==> config.mk <==
export PLATFORM = sky130hd
export DESIGN_NAME = divider_iterative
export DESIGN_NICKNAME = d
export VERILOG_FILES = /design/src/rtl/divider_iterative_pkg.sv /design/src/rtl/div_step.sv /design/src/rtl/divider_iterative.sv
export SDC_FILE = /design/constraint.sdc
export NUM_CORES = 1
export LEC_CHECK = 0
export ABC_AREA = 1
export BUFFER_PORTS_ARGS = -buffer_cell sky130_fd_sc_hd__buf_2
export CAP_MARGIN = 20
export CELL_PAD_IN_SITES_DETAIL_PLACEMENT = 1
export CELL_PAD_IN_SITES_GLOBAL_PLACEMENT = 2
export CORE_MARGIN = 3
export CORE_UTILIZATION = 36
export CTS_CLUSTER_SIZE = 16
export DETAILED_ROUTE_END_ITERATION = 6
export PLACE_DENSITY = 0.92
export SLEW_MARGIN = 20
export SYNTH_ARGS = -nofsm -noshare
export SYNTH_HDL_FRONTEND = slang
export SYNTH_SLANG_ARGS = --single-unit
==> constraint.sdc <==
create_clock -name clk -period 4.1 [get_ports clk]
set_input_delay 0.41 -clock clk [delete_from_list [all_inputs] [get_ports clk]]
set_output_delay 0.41 -clock clk [all_outputs]
set_load 0.02 [all_outputs]
==> src/rtl/divider_iterative_pkg.sv <==
// rtl/divider_iterative_pkg.sv - shared types for the iterative divider
// Holds the operation encoding, FSM state type, result cache record and
// small op-decode helpers used by divider_iterative.
package divider_iterative_pkg;

    // Widest supported operand; cache fields are sized to it.
    localparam int XLEN_MAX = 64;

    typedef enum logic [2:0] {
        NOP  = 3'd0,
        DIV  = 3'd1,
        DIVU = 3'd2,
        REM  = 3'd3,
        REMU = 3'd4
    } iType_e;

    typedef enum logic [1:0] {
        D_IDLE,
        D_INIT,
        D_CALC,
        D_SIGN
    } div_states_e;

    typedef struct packed {
        logic                valid;
        logic                is_signed;
        logic [XLEN_MAX-1:0] rs1;
        logic [XLEN_MAX-1:0] rs2;
        logic [XLEN_MAX-1:0] q;
        logic [XLEN_MAX-1:0] r;
    } div_cache_t;

    function automatic logic op_valid(input iType_e op);
        return (op == DIV) || (op == DIVU) || (op == REM) || (op == REMU);
    endfunction

    function automatic logic op_signed(input iType_e op);
        return (op == DIV) || (op == REM);
    endfunction

    function automatic logic op_rem(input iType_e op);
        return (op == REM) || (op == REMU);
    endfunction

endpackage

==> src/rtl/div_step.sv <==
// rtl/div_step.sv - one combinational restoring shift-subtract step
// Ports: rem_i (partial remainder), bit_i (next dividend bit), divisor_i,
//        rem_o (updated remainder), q_bit_o (quotient bit produced).
module div_step #(
    parameter int XLEN = 32
) (
    input  logic [XLEN:0]   rem_i,
    input  logic            bit_i,
    input  logic [XLEN-1:0] divisor_i,
    output logic [XLEN:0]   rem_o,
    output logic            q_bit_o
);

    logic [XLEN+1:0] shifted;
    logic [XLEN:0]   diff;

    assign shifted = {rem_i, bit_i};
    assign diff    = shifted[XLEN:0] - {1'b0, divisor_i};
    assign q_bit_o = (shifted >= {2'b00, divisor_i});
    assign rem_o   = q_bit_o ? diff : shifted[XLEN:0];

endmodule

==> src/rtl/divider_iterative.sv <==
// rtl/divider_iterative.sv - multi-cycle DIV/DIVU/REM/REMU unit
// Optional last-result cache: define DIV_RESULT_CACHE_EN.
// Ports: clk, reset (sync, active-high), start_i, kill_i, op_i, rs1_i
//        (dividend), rs2_i (divisor); busy_o (not idle), done_o (one-cycle
//        pulse), result_o (quotient or remainder, held until next done_o).
module divider_iterative
    import divider_iterative_pkg::*;
#(
    parameter int XLEN           = 32,
    parameter int BITS_PER_CYCLE = 1
) (
    input  logic            clk,
    input  logic            reset,
    input  logic            start_i,
    input  logic            kill_i,
    input  iType_e          op_i,
    input  logic [XLEN-1:0] rs1_i,
    input  logic [XLEN-1:0] rs2_i,
    output logic            busy_o,
    output logic            done_o,
    output logic [XLEN-1:0] result_o
);

    localparam int K     = XLEN / BITS_PER_CYCLE;
    localparam int CNT_W = $clog2(K + 1);

    if ((XLEN != 32 && XLEN != 64) || XLEN > XLEN_MAX ||
        (BITS_PER_CYCLE != 1 && BITS_PER_CYCLE != 2 && BITS_PER_CYCLE != 4) ||
        (XLEN % BITS_PER_CYCLE) != 0) begin : g_bad_cfg
        $error("divider_iterative: unsupported XLEN/BITS_PER_CYCLE");
    end

    div_states_e       state, next_state;
    logic [XLEN-1:0]   rs1_q, rs2_q, divisor_q, q_reg;
    logic [XLEN:0]     rem_reg;
    logic [CNT_W-1:0]  cnt;
    logic              is_signed_q, is_rem_q, neg_q_q, neg_r_q;
    logic              accept, cache_hit, div_zero, overflow, dividend_neg;
    logic [XLEN-1:0]   q_final, r_final;

    assign busy_o = (state != D_IDLE);
    assign accept = (state == D_IDLE) && start_i && !kill_i && op_valid(op_i);

    assign dividend_neg = is_signed_q && rs1_q[XLEN-1];
    assign div_zero     = (rs2_q == '0);
    assign overflow     = is_signed_q && (rs1_q == {1'b1, {(XLEN-1){1'b0}}}) && (rs2_q == '1);

    // Quotient bits shift into q_reg from the right while the dividend bits
    // leave from the left, so q_reg holds the quotient after K cycles.
    logic [XLEN:0]             rem_chain [BITS_PER_CYCLE+1];
    logic [BITS_PER_CYCLE-1:0] q_bits;

    assign rem_chain[0] = rem_reg;

    for (genvar j = 0; j < BITS_PER_CYCLE; j++) begin : g_step
        div_step #(.XLEN(XLEN)) u_step (
            .rem_i     (rem_chain[j]),
            .bit_i     (q_reg[XLEN-1-j]),
            .divisor_i (divisor_q),
            .rem_o     (rem_chain[j+1]),
            .q_bit_o   (q_bits[BITS_PER_CYCLE-1-j])
        );
    end

    assign q_final = neg_q_q ? -q_reg : q_reg;
    assign r_final = neg_r_q ? -rem_reg[XLEN-1:0] : rem_reg[XLEN-1:0];

`ifdef DIV_RESULT_CACHE_EN
    div_cache_t cache;

    assign cache_hit = cache.valid &&
                       (cache.is_signed == op_signed(op_i)) &&
                       (cache.rs1 == XLEN_MAX'(rs1_i)) &&
                       (cache.rs2 == XLEN_MAX'(rs2_i));

    always_ff @(posedge clk) begin
        if (reset) begin
            cache <= '0;
        end else if (state == D_SIGN && !kill_i) begin
            cache <= '{valid: 1'b1, is_signed: is_signed_q,
                       rs1: XLEN_MAX'(rs1_q), rs2: XLEN_MAX'(rs2_q),
                       q: XLEN_MAX'(q_final), r: XLEN_MAX'(r_final)};
        end
    end
`else
    assign cache_hit = 1'b0;
`endif

    always_ff @(posedge clk) begin
        if (reset) begin
            state <= D_IDLE;
        end else begin
            state <= next_state;
        end
    end

    always_comb begin
        next_state = state;
        case (state)
            D_IDLE: if (accept && !cache_hit) next_state = D_INIT;
            D_INIT: next_state = (div_zero || overflow) ? D_SIGN : D_CALC;
            D_CALC: if (cnt == CNT_W'(1)) next_state = D_SIGN;
            D_SIGN: next_state = D_IDLE;
            default: next_state = D_IDLE;
        endcase
        if (kill_i) next_state = D_IDLE;
    end

    always_ff @(posedge clk) begin
        if (reset) begin
            rs1_q       <= '0;
            rs2_q       <= '0;
            divisor_q   <= '0;
            q_reg       <= '0;
            rem_reg     <= '0;
            cnt         <= '0;
            is_signed_q <= 1'b0;
            is_rem_q    <= 1'b0;
            neg_q_q     <= 1'b0;
            neg_r_q     <= 1'b0;
            done_o      <= 1'b0;
            result_o    <= '0;
        end else begin
            done_o <= 1'b0;
            case (state)
                D_IDLE: begin
                    if (accept) begin
                        rs1_q       <= rs1_i;
                        rs2_q       <= rs2_i;
                        is_signed_q <= op_signed(op_i);
                        is_rem_q    <= op_rem(op_i);
`ifdef DIV_RESULT_CACHE_EN
                        if (cache_hit) begin
                            result_o <= op_rem(op_i) ? cache.r[XLEN-1:0] : cache.q[XLEN-1:0];
                            done_o   <= 1'b1;
                        end
`endif
                    end
                end
                D_INIT: begin
                    cnt <= CNT_W'(K);
                    if (div_zero) begin
                        q_reg   <= '1;
                        rem_reg <= {1'b0, rs1_q};
                        neg_q_q <= 1'b0;
                        neg_r_q <= 1'b0;
                    end else if (overflow) begin
                        q_reg   <= rs1_q;
                        rem_reg <= '0;
                        neg_q_q <= 1'b0;
                        neg_r_q <= 1'b0;
                    end else begin
                        q_reg     <= dividend_neg ? -rs1_q : rs1_q;
                        divisor_q <= (is_signed_q && rs2_q[XLEN-1]) ? -rs2_q : rs2_q;
                        rem_reg   <= '0;
                        neg_q_q   <= is_signed_q && (rs1_q[XLEN-1] ^ rs2_q[XLEN-1]);
                        neg_r_q   <= dividend_neg;
                    end
                end
                D_CALC: begin
                    q_reg   <= {q_reg[XLEN-1-BITS_PER_CYCLE:0], q_bits};
                    rem_reg <= rem_chain[BITS_PER_CYCLE];
                    cnt     <= cnt - CNT_W'(1);
                end
                D_SIGN: begin
                    if (!kill_i) begin
                        result_o <= is_rem_q ? r_final : q_final;
                        done_o   <= 1'b1;
                    end
                end
                default: ;
            endcase
        end
    end

endmodule

==> key figures <==
Clock network
  – TritonCTS clock tree: built
  – Maximum buffer depth of the clock tree: 3
  – Level count of the clock H-tree: 1
  – Number of buffers inserted during clock tree synthesis: 26
  – Post-CTS setup buffer count: 0
  – CTS sink cnt: 206
  – Clock-pin slew of the registers on the worst-case setup and hold paths: around 60 ps
  – Master cell of the clock root buffer: clkbuf_16
  – Clock latency of the later-clocked register in the worst-skew pair: approximately 560 ps
  – PostCTS Resize Cnt: 0
  – Post-cts hold buffer count: 0

Min path
  – Worst hold-check path type: input pin to flip-flop
  – Startpoint of the worst hold path: rs2_i[19]
  – Worst-case hold path end point: rs2_q[19]$_SDFFE_PP0P_
  – Hold Path Cell Cnt: 3

Worst setup path
  – Largest fanout on the critical path: 34
  – Worst reg-to-reg setup slack: 1110 ps
  – WP data required: 4590 ps
  – End of the worst register-to-register path: rem_reg[4]$_SDFFE_PP0P_
  – Worst path max stage delay: ~560 ps
  – Crit path launch type: flip-flop
  – Most numerous cell on the critical path: nand2_1
  – Number of cells on the worst reg-to-reg path: 12
  – Kind of cell with the highest combined delay on the critical path: simple AND/OR/NAND/NOR gates
  – Crit path kind: flip-flop to flip-flop
  – Launch instance of the worst register-to-register path: rem_reg[8]$_SDFFE_PP0P_
  – Cell with the biggest individual delay on the critical path: dfxtp_1
  – CP bufs+invs: 1
  – Arrival time at the worst endpoint: 3470 ps
  – Endpoint kind of the worst setup timing path: flip-flop
  – Cells traversed along the worst timing path: ha_1 > nand2_1 > inv_1 > a21oi_1 > nand3_1 > nand2_1 > nand2_1 > nand2_2 > nand2_4 > nand2_1 > nand3_1 > a21oi_1

Routing
  – Total wire length: 65900 µm
  – WL/cell: 21.1 µm
  – Via Count: 17096
  – Antenna-violating nets left: 0
  – Routed vias/inst: ~5.5
  – Number of remaining DRC errors: 0
  – Number of detailed-routing iterations run before antenna repair: 5
  – Number of DRC violations after detailed-routing iteration 0: 1379

Floorplan
  – Vertical extent of the die: 211 µm
  – Area of the placeable core: 0.0411 mm²
  – Starting density of the core: 36.7%
  – # rows: 74
  – Area enclosed by the die boundary: 0.0444 mm²
  – Top-level port count: 105
  – DIE WIDTH: roughly 210 µm

STA
  – Final cycle utilization of the critical path: 72.9%
  – Hold Vio Cnt, Final: 0
  – Highest Clock Rate: 0.335 GHz
  – Final slew viol count: 0
  – Max-slew headroom: 45.5%
  – Worst hold slack across all endpoints: 121 ps
  – RSZ-0062 raised after global routing: no
  – Post-route setup TNS: 0 ps
  – Worst Skew: roughly 20 ps
  – Transition time at the pin with the least slew margin: 818 ps
  – Setup ws final: approximately 1100 ps
  – Final period demand of the worst path: 2990 ps
  – Final setup violating endpoints: 0

Global route
  – Most Crowded Layer GR: met2
  – Met3 track demand over resource in global routing: 4.49%
  – Tot GR Track Use: 29.1%
  – Number of antenna violations at the first check in global routing: 1
  – First-pass GRT wire length: 101000 µm
  – Grt total ovfl: 0
  – Pin count of the biggest net entering global routing: between 70 and 80
  – Fraction of met2 tracks used by global routing: 46.6%
  – Via count of the first global-routing pass: 17138
  – Met1 Track Usage GR: 40.0%

Finish
  – Final nets: 2680
  – Flip-flop count of the largest register, all copies and words added: 33
  – Number of inserted filler cells in the final layout: 5703
  – Post-route standard cell area excluding fillers: between 0.015 and 0.02 mm²
  – Share of cells above drive strength 1: 8.43%
  – Diodes inserted: 0
  – Commonest non-fill, non-tap cell in the layout: nand2_1
  – Number of standard cells in the layout, taps in and fillers out: a little over 3000
  – Synthesis-to-layout area growth: 11.3%
  – Leading cell types in the layout, fill and taps excluded: 552 x nand2_1, 334 x inv_1, 272 x nor2_1, 257 x a21oi_1, 255 x nand3_1

Status
  – Result of the run: completed

Placement
  – Gp weighted congestion: 0.949
  – Placed Area: 0.0159 mm²
  – HPWL after detailed placement: ~52000 µm
  – Total placed cells including tap cells: 3069
  – Place WS: between 1000 and 1500 ps
  – Number of input and output port buffers inserted: 104

Power
  – Worst vdd rail ir drop: around 0.26 mV
  – Total leakage power: 7.98 nW
  – Total power per unit cell area: 509 mW/mm²

Synthesis
  – Part of the Yosys area used for sequential elements: a little over a quarter
  – Post-synth net total: 2636
  – Number of instances in the synthesized netlist: 2521
  – Netlist cell types: 54
  – Synthesis Warnings: 0
  – Synthesized area per cell: 5.98 µm²
  – Flip-flop and latch count after synthesis: 206
  – Summed instance area of the synthesized netlist: 0.0151 mm²

Run
  – Maxcap violations: 0
layer usage:
layer | part of all wire, % | up-vias
li1 | - | 8306
met1 | 46 | 8205
met2 | 45 | 465
met3 | 6.0 | 118
met4 | 3.5 | 2
met5 | 0.023 | -
final cells by class:
| cell class | count | area [µm²] | share of cell area [%] |
|---|---|---|---|
| Timing Repair Buffer | 123 | 676 | 4.03 |
| Clock buffer | 41 | 768 | 4.58 |
| Tap cell | 532 | 666 | 3.97 |
| Sequential cell | 206 | 4120 | 24.6 |
| Clock inverter | 7 | 68.8 | 0.410 |
| Inverter | 344 | 1290 | 7.70 |
| Multi-Input combinational cell | 1864 | 9190 | 54.7 |
power by group:
part | internal (mW) | total (mW) | leakage, nW | switching [mW]
sequential | 2.12 | 2.30 | 1.67 | 0.175
combinational | 1.15 | 3.93 | 5.90 | 2.78
clock | 1.34 | 2.31 | 0.404 | 0.965
total | 4.62 | 8.54 | 7.98 | 3.92
through the flow:
| stage | total power [mW] | util [%] |
|---|---|---|
| 2_1_floorplan | 5.03 | - |
| 3_5_place_dp | 6.18 | 38.8 |
| 3_3_place_gp | 6.12 | 38.8 |
| 4_1_cts | 8.53 | 40.8 |
| 6_report | 8.54 | 40.8 |
| 5_1_grt | 9.13 | 40.8 |
how the worst max path moves through the flow:
stage / start / to / slack (ps) / depth (start not counted)
after CTS: rem_reg[8]$_SDFFE_PP0P_ / rem_reg[4]$_SDFFE_PP0P_ / 1210 / 12
after global routing: rem_reg[8]$_SDFFE_PP0P_ / rem_reg[22]$_SDFFE_PP0P_ / 890 / 12
after floorplan: q_reg[31]$_SDFFE_PP0P_ / rem_reg[25]$_SDFFE_PP0P_ / 2060 / 15
final: rem_reg[8]$_SDFFE_PP0P_ / rem_reg[4]$_SDFFE_PP0P_ / 1110 / 12
after global placement: rem_reg[8]$_SDFFE_PP0P_ / rem_reg[25]$_SDFFE_PP0P_ / 1220 / 14
after detailed placement: rem_reg[8]$_SDFFE_PP0P_ / rem_reg[27]$_SDFFE_PP0P_ / 1240 / 14
worst reg2reg max path, cell delays in order, from the launching register on:
cell and delay, ps:
dfxtp_1 560, ha_1 370, nand2_1 140, inv_1 50, a21oi_1 270, nand3_1 250, nand2_1 150, nand2_1 80
nand2_2 280, nand2_4 300, nand2_1 170, nand3_1 100, a21oi_1 200
cells in the mapped netlist, drive strengths merged:
cell / n / area, µm²
dfxtp: 206 / 4120
nand4: 31 / 215
nand3b: 1 / 7.51
buf: 35 / 229
o22ai: 4 / 25.0
nor2: 284 / 1100
a21oi: 266 / 1370
o21bai: 2 / 15.0
xnor2: 19 / 166
or2: 4 / 25.0
o211ai: 8 / 60.1
fa: 1 / 20.0
nand2: 560 / 2130
inv: 340 / 1280
clkbuf: 72 / 270
a2bb2oi: 1 / 8.76
a31oi: 8 / 50.1
a21o: 2 / 15.0
a211oi: 2 / 15.0
a31o: 1 / 8.76
nor3: 41 / 215
ha: 43 / 538
o21a: 3 / 22.5
nor3b: 2 / 31.3
a21boi: 1 / 7.51
clkinv: 4 / 15.0
nand3: 259 / 1320
o31ai: 2 / 15.0
nor4: 7 / 58.8
xor2: 36 / 315
o2111ai: 1 / 8.76
o21ai: 266 / 1340
and2: 3 / 18.8
o221ai: 3 / 26.3
and3: 3 / 20.0
logic make-up after synthesis:
logic type / synth area share (%)
XOR/XNOR: 3.19
AO/OA/AOI/OAI: 19.8
adder cells (fa/ha/maj): 3.70
buffers and inverters: 11.9
AND/OR/NAND/NOR: 34.1
flip-flops: 27.3
Power figures use the tool's default switching activity.
